--- src/rtl/axi_riscv_amo_perf_pkg.sv ---
// Shared constants and response type for the AMO performance counter bank.
package axi_riscv_amo_perf_pkg;

    localparam int DEF_NUM_CNT   = 32;
    localparam int DEF_CNT_WIDTH = 32;
    localparam int DEF_INC_WIDTH = 4;
    localparam int MAX_CNT_WIDTH = 64;

    // Read response; data is carried at the widest supported counter width.
    typedef struct packed {
        logic [MAX_CNT_WIDTH-1:0] data;
        logic                     ovf;
        logic                     err;
    } perf_rsp_t;

    function automatic int idx_width(input int n);
        return (n > 1) ? $clog2(n) : 1;
    endfunction

endpackage

--- src/rtl/axi_riscv_amo_perf_cnt_slice.sv ---
// One counter: zero-extended add with wrap or saturate, sticky overflow,
// and clear > read-and-clear > increment priority.
module axi_riscv_amo_perf_cnt_slice #(
    parameter int CNT_WIDTH = 32,
    parameter int INC_WIDTH = 4,
    parameter int SATURATE  = 0
) (
    input  logic                 clk_i,
    input  logic                 rst_i,
    input  logic [INC_WIDTH-1:0] inc_i,
    input  logic                 en_i,
    input  logic                 clr_i,
    input  logic                 rc_i,
    output logic [CNT_WIDTH-1:0] cnt_o,
    output logic                 ovf_o
);

    logic [CNT_WIDTH-1:0] cnt_q, cnt_d;
    logic                 ovf_q, ovf_d;
    logic [CNT_WIDTH:0]   sum;
    logic [CNT_WIDTH-1:0] inc_ext;

    assign inc_ext = CNT_WIDTH'(inc_i);
    assign sum     = {1'b0, cnt_q} + {1'b0, inc_ext};

    always_comb begin
        cnt_d = cnt_q;
        ovf_d = ovf_q;
        if (clr_i) begin
            cnt_d = '0;
            ovf_d = 1'b0;
        end else if (rc_i) begin
            // The cycle's event is kept as the new starting value.
            cnt_d = en_i ? inc_ext : '0;
            ovf_d = 1'b0;
        end else if (en_i) begin
            if (sum[CNT_WIDTH]) begin
                cnt_d = (SATURATE != 0) ? '1 : sum[CNT_WIDTH-1:0];
                ovf_d = 1'b1;
            end else begin
                cnt_d = sum[CNT_WIDTH-1:0];
            end
        end
    end

    always_ff @(posedge clk_i or posedge rst_i) begin
        if (rst_i) begin
            cnt_q <= '0;
            ovf_q <= 1'b0;
        end else begin
            cnt_q <= cnt_d;
            ovf_q <= ovf_d;
        end
    end

    assign cnt_o = cnt_q;
    assign ovf_o = ovf_q;

endmodule

--- src/rtl/axi_riscv_amo_perf_bank.sv ---
// Bank of event counters with a single-outstanding read / read-and-clear port.
// Optional shadow snapshot bank enabled by AXI_RISCV_AMO_PERF_SNAPSHOT_EN.
module axi_riscv_amo_perf_bank
    import axi_riscv_amo_perf_pkg::*;
#(
    parameter int NUM_CNT   = DEF_NUM_CNT,
    parameter int CNT_WIDTH = DEF_CNT_WIDTH,
    parameter int INC_WIDTH = DEF_INC_WIDTH,
    parameter int SATURATE  = 0,
    localparam int IDX_WIDTH = idx_width(NUM_CNT)
) (
    input  logic                           clk_i,
    input  logic                           rst_i,
`ifdef AXI_RISCV_AMO_PERF_SNAPSHOT_EN
    input  logic                           snap_i,
`endif
    input  logic [NUM_CNT*INC_WIDTH-1:0]   evt_inc_i,
    input  logic [NUM_CNT-1:0]             cnt_en_i,
    input  logic [NUM_CNT-1:0]             cnt_clr_i,
    output logic [NUM_CNT*CNT_WIDTH-1:0]   cnt_o,
    output logic [NUM_CNT-1:0]             ovf_o,
    input  logic                           rd_req_valid_i,
    output logic                           rd_req_ready_o,
    input  logic [IDX_WIDTH-1:0]           rd_req_idx_i,
    input  logic                           rd_req_clr_i,
    output logic                           rd_rsp_valid_o,
    input  logic                           rd_rsp_ready_i,
    output logic [CNT_WIDTH-1:0]           rd_rsp_data_o,
    output logic                           rd_rsp_ovf_o,
    output logic                           rd_rsp_err_o
);

    // Handshakes: a beat transfers on a rising edge where valid && ready.
    // The response register is one deep and may be refilled in the same
    // cycle it is drained, so req_ready = !rsp_valid || rsp_ready.
    logic                 req_accept;
    logic                 idx_ok;
    logic [NUM_CNT-1:0]   rc_vec;
    logic [CNT_WIDTH-1:0] live_cnt [NUM_CNT];
    logic [CNT_WIDTH-1:0] src_cnt  [NUM_CNT];
    logic [NUM_CNT-1:0]   src_ovf;
    logic [CNT_WIDTH-1:0] sel_data;
    logic                 sel_ovf;
    perf_rsp_t            rsp_d, rsp_q;
    logic                 rsp_valid_q;
    logic                 rsp_data_unused;

    assign rd_req_ready_o = !rsp_valid_q || rd_rsp_ready_i;
    assign req_accept     = rd_req_valid_i && rd_req_ready_o;
    assign idx_ok         = ({1'b0, rd_req_idx_i} < (IDX_WIDTH+1)'(NUM_CNT));

    for (genvar i = 0; i < NUM_CNT; i++) begin : g_slice
        assign rc_vec[i] = req_accept && rd_req_clr_i && (rd_req_idx_i == IDX_WIDTH'(i));

        axi_riscv_amo_perf_cnt_slice #(
            .CNT_WIDTH (CNT_WIDTH),
            .INC_WIDTH (INC_WIDTH),
            .SATURATE  (SATURATE)
        ) u_slice (
            .clk_i (clk_i),
            .rst_i (rst_i),
            .inc_i (evt_inc_i[i*INC_WIDTH +: INC_WIDTH]),
            .en_i  (cnt_en_i[i]),
            .clr_i (cnt_clr_i[i]),
            .rc_i  (rc_vec[i]),
            .cnt_o (live_cnt[i]),
            .ovf_o (ovf_o[i])
        );

        assign cnt_o[i*CNT_WIDTH +: CNT_WIDTH] = live_cnt[i];
    end

`ifdef AXI_RISCV_AMO_PERF_SNAPSHOT_EN
    logic [CNT_WIDTH-1:0] shadow_cnt [NUM_CNT];
    logic [NUM_CNT-1:0]   shadow_ovf;

    always_ff @(posedge clk_i or posedge rst_i) begin
        if (rst_i) begin
            for (int i = 0; i < NUM_CNT; i++) shadow_cnt[i] <= '0;
            shadow_ovf <= '0;
        end else if (snap_i) begin
            for (int i = 0; i < NUM_CNT; i++) shadow_cnt[i] <= live_cnt[i];
            shadow_ovf <= ovf_o;
        end
    end

    assign src_cnt = shadow_cnt;
    assign src_ovf = shadow_ovf;
`else
    assign src_cnt = live_cnt;
    assign src_ovf = ovf_o;
`endif

    // Out-of-range indices match no entry and therefore read as zero.
    always_comb begin
        sel_data = '0;
        sel_ovf  = 1'b0;
        for (int i = 0; i < NUM_CNT; i++) begin
            if (rd_req_idx_i == IDX_WIDTH'(i)) begin
                sel_data = src_cnt[i];
                sel_ovf  = src_ovf[i];
            end
        end
    end

    always_comb begin
        rsp_d      = '0;
        rsp_d.data = MAX_CNT_WIDTH'(sel_data);
        rsp_d.ovf  = sel_ovf;
        rsp_d.err  = !idx_ok;
    end

    always_ff @(posedge clk_i or posedge rst_i) begin
        if (rst_i) begin
            rsp_valid_q <= 1'b0;
            rsp_q       <= '0;
        end else if (req_accept) begin
            rsp_valid_q <= 1'b1;
            rsp_q       <= rsp_d;
        end else if (rd_rsp_ready_i) begin
            rsp_valid_q <= 1'b0;
        end
    end

    assign rd_rsp_valid_o  = rsp_valid_q;
    assign rd_rsp_data_o   = rsp_q.data[CNT_WIDTH-1:0];
    assign rd_rsp_ovf_o    = rsp_q.ovf;
    assign rd_rsp_err_o    = rsp_q.err;
    assign rsp_data_unused = ^rsp_q.data;

endmodule
--- config.mk ---
export PLATFORM = sky130hd
export DESIGN_NAME = axi_riscv_amo_perf_bank
export DESIGN_NICKNAME = d
export VERILOG_FILES = /design/src/rtl/axi_riscv_amo_perf_pkg.sv /design/src/rtl/axi_riscv_amo_perf_cnt_slice.sv /design/src/rtl/axi_riscv_amo_perf_bank.sv
export SDC_FILE = /design/constraint.sdc
export NUM_CORES = 2
export LEC_CHECK = 0
export BUFFER_PORTS_ARGS = -buffer_cell sky130_fd_sc_hd__buf_2
export CAP_MARGIN = 20
export CORE_AREA = 3 3 498 500
export CTS_CLUSTER_DIAMETER = 200
export DETAILED_ROUTE_END_ITERATION = 10
export DIE_AREA = 0 0 501 503
export GPL_TIMING_DRIVEN = 0
export PLACE_DENSITY = 0.44
export SLEW_MARGIN = 20
export SYNTH_ARGS = -nofsm -noshare
export SYNTH_HDL_FRONTEND = slang
export SYNTH_SLANG_ARGS = --single-unit
export TNS_END_PERCENT = 30
--- constraint.sdc ---
create_clock -name clk_i -period 59.2 [get_ports clk_i]
set_input_delay 5.92 -clock clk_i [delete_from_list [all_inputs] [get_ports clk_i]]
set_output_delay 5.92 -clock clk_i [all_outputs]
set_load 0.02 [all_outputs]
==> flow_summary.toml <==
[outcome]
status = "finished clean"

[critical_path]
crit_arrival_ns = 6.71
path_max_fanout = 7
cp.required_ns = 53.28
reg2reg_depth = 10
cp-end-kind = "output port"
start_kind = "input port"
path_class = "in -> out"

[detailed_routing]
detail-route-antenna-nets = 0
drt-initial-drc-count = 8922
vias = 73500
route.detailed.drc = 0
wl_per_cell_um = 41.3
first_pass_iters = 6
avgViaCountPerCell = 5.89
wirelength_um = 515000

[synth]
synth-adder-area-share = 0.0333
async_reset_ff_frac = 1.00
synth_compound_area_frac = 0.152
synth_ff_type = "dfrtp_1"
synth_nets = 8026
synth-xor-area-share = 0.107
synth_cells = 7664
synth-simple-area-share = 0.240
ys_types = 109
synth_area_sq_um = 67300
yosysMostFrequentCell = "nor2_1"
synth_top_family_by_area = "simple AND/OR/NAND/NOR gates"
yosysTopAreaCellShare = 0.405
ys_ff_latch = 1090
synth-edff-count = 0
muxShareOfSynthArea = 0.0283
synth_area_leader_cell = "dfrtp_1"
synth_common_cells = "1335 x nor2_1, 1090 x dfrtp_1, 543 x nand2_1"
syn_area_per_cell_sq_um = 8.78
yosys-top-cells-area = "dfrtp_1 41%, nor2_1 7.4%, xor2_1 6.4%"
synth-seq-area-share = 0.405
yosysWarnings = 0

[floorplan]
die_width_um = 501
pin_count = 1294
core_sq_um = 243000
die_h_um = 503
start_util = 0.277
die-area_sq_um = 252000
rows = 181

[job]
maxCapViolations = 0

[finish]
layout.nets = 9485
drive_above_1_share = 0.208
area_delta_synth_final_pct = 23.9
finalNonFillerCells = 12500
n_fill_cell = 25900

[power_and_ir_drop]
internal-power_mw = 1.41
leakagePower_nw = 38.3
total_power_mw = 2.06
switching_share = 0.319
switching_power_mw = 0.658
irDropWorstVdd_mv = 0.0229
pwr-share-comb = 0.157
power_frac_clock = 0.457
p_seq_frac = 0.386
powerDensity_nw_per_um2 = 24.7

[timing]
finalHoldViolCount = 0
maxSlewViolCount = 0
slew_headroom = 0.115
setup_viol = 0
rsz0062_at_grt = "no"
period_minus_slack_ns = 12.63
fin_skew_ns = 0.0423
worst_pin_slew_ns = 1.31
timing.fmax_mhz = 79.1
worst_slack_ns = 46.57
fin_crit_sh = 0.213
setup_tns_ns = 0

[placed_design]
port-buffer-count = 1287
place_hpwl_um = 420000
finalWeightedCongestion = 1.03
dp_slack_ns = 46.54
dp.cells = 12200

[grt]
grt_pass1_vias = 68700
grt_overflow = 0
grt_pass1_wl_um = 667000
grtUsageTotal = 0.393
antenna_found_initial = 103
grt_max_degree = 97

[clock_network]
cts_root_buffer = "clkbuf_16"
worstSkewPairLatency_ns = 0.84
cts_resized = 0
cts_tree = "built"
cts_buffers = 146
clock_path_buffers = 3
clock-sinks = 1090
postCtsSetupBuffers = 0
cts_hold_buf = 0
h-tree-depth = 4
clk_pin_slew_worst_paths_ns = 0.06

[min_path]
hold_path.class = "reg -> reg"
holdPathStages = 2
## through the flow
stage	instance area (sq um)	hold slack (ns)	utilization
final	83400	0.532	0.343
after global routing	83300	0.545	0.342
after CTS	83300	0.515	0.342
after detailed placement	78400	0.502	0.322
after global placement	77800	0.479	0.319
after floorplan	67300	0.480	-
## state kept, by name (all words and copies together), names as in the netlist
register / count
g_slice.u_slice.cnt_o: 1024
rd_rsp_valid_o: 1
g_slice.u_slice.ovf_o: 32
rd_rsp_ovf_o: 1
rd_rsp_data_o: 32
## placed cells by master, fill, tap and decap left out, drive strengths merged, types with 128 or more instances in the layout
cell / count
nand3: 365
buf: 1519
a21oi: 416
xor2: 495
nor2: 1361
o21ai: 352
xnor2: 330
a31oi: 130
nor3: 155
clkbuf: 399
nand4: 181
and3: 152
dfrtp: 1090
nand2: 545
or3: 134
ha: 128
## worst max-delay path: stages
cell and delay [ns]:
buf_2 0.07, nand2b_1 0.45, buf_2 0.27
## cells by family after synthesis
group / after synthesis
AO/OA/AOI/OAI: 1598
multiplexers: 164
other: 1
AND/OR/NAND/NOR: 3315
flip-flops: 1090
adder cells (fa/ha/maj): 160
XOR/XNOR: 825
buffers and inverters: 511
## layer usage
metal / share of wire / up-vias / wire (um) / track usage
li1: - / 30300 / - / -
met1: 0.36 / 37400 / 186000 / 0.446
met2: 0.45 / 4528 / 233000 / 0.624
met3: 0.10 / 1198 / 52000 / 0.129
met4: 0.084 / 44 / 43100 / 0.277
met5: 0.00097 / - / 497 / 0.00685
## power by group through the flow
stage	Clock (mW)	Sequential [mW]	Combinational (mW)
finish	0.943	0.796	0.324
global route	0.981	0.796	0.338
CTS	0.953	0.796	0.316
detailed placement	0	0.809	0.315
global placement	0	0.811	0.307
floorplan	0	0.808	0.150
## area by class of cell
class / instances / area [sq um] / area share
buffer: 400 / 1880 / 0.0225
multi-input combinational: 6063 / 37900 / 0.454
inverter: 111 / 424 / 0.00509
antenna: 46 / 115 / 0.00138
clock inverter: 42 / 634 / 0.00761
tap: 3202 / 4010 / 0.0480
clock buffer: 208 / 4240 / 0.0509
timing repair buffer: 1311 / 6960 / 0.0834
sequential: 1090 / 27300 / 0.327
## final timing paths
kind / endpoint / slack, ns / start
min reg2reg: rd_rsp_data_o[28]$_DFFE_PP0P_ / 0.53 / rd_rsp_data_o[28]$_DFFE_PP0P_
max: rd_req_ready_o / 46.57 / rd_rsp_ready_i
max in group asynchronous: g_slice[2].u_slice.cnt_o[16]$_DFFE_PP0P_ / 51.26 / rst_i
min in group asynchronous: g_slice[31].u_slice.cnt_o[14]$_DFFE_PP0P_ / 5.11 / rst_i
max reg2reg: g_slice[5].u_slice.cnt_o[20]$_DFFE_PP0P_ / 54.70 / rd_rsp_valid_o$_DFFE_PP0P_
min: rd_rsp_data_o[28]$_DFFE_PP0P_ / 0.53 / rd_rsp_data_o[28]$_DFFE_PP0P_
No activity file was read; power rests on OpenSTA's default activity.
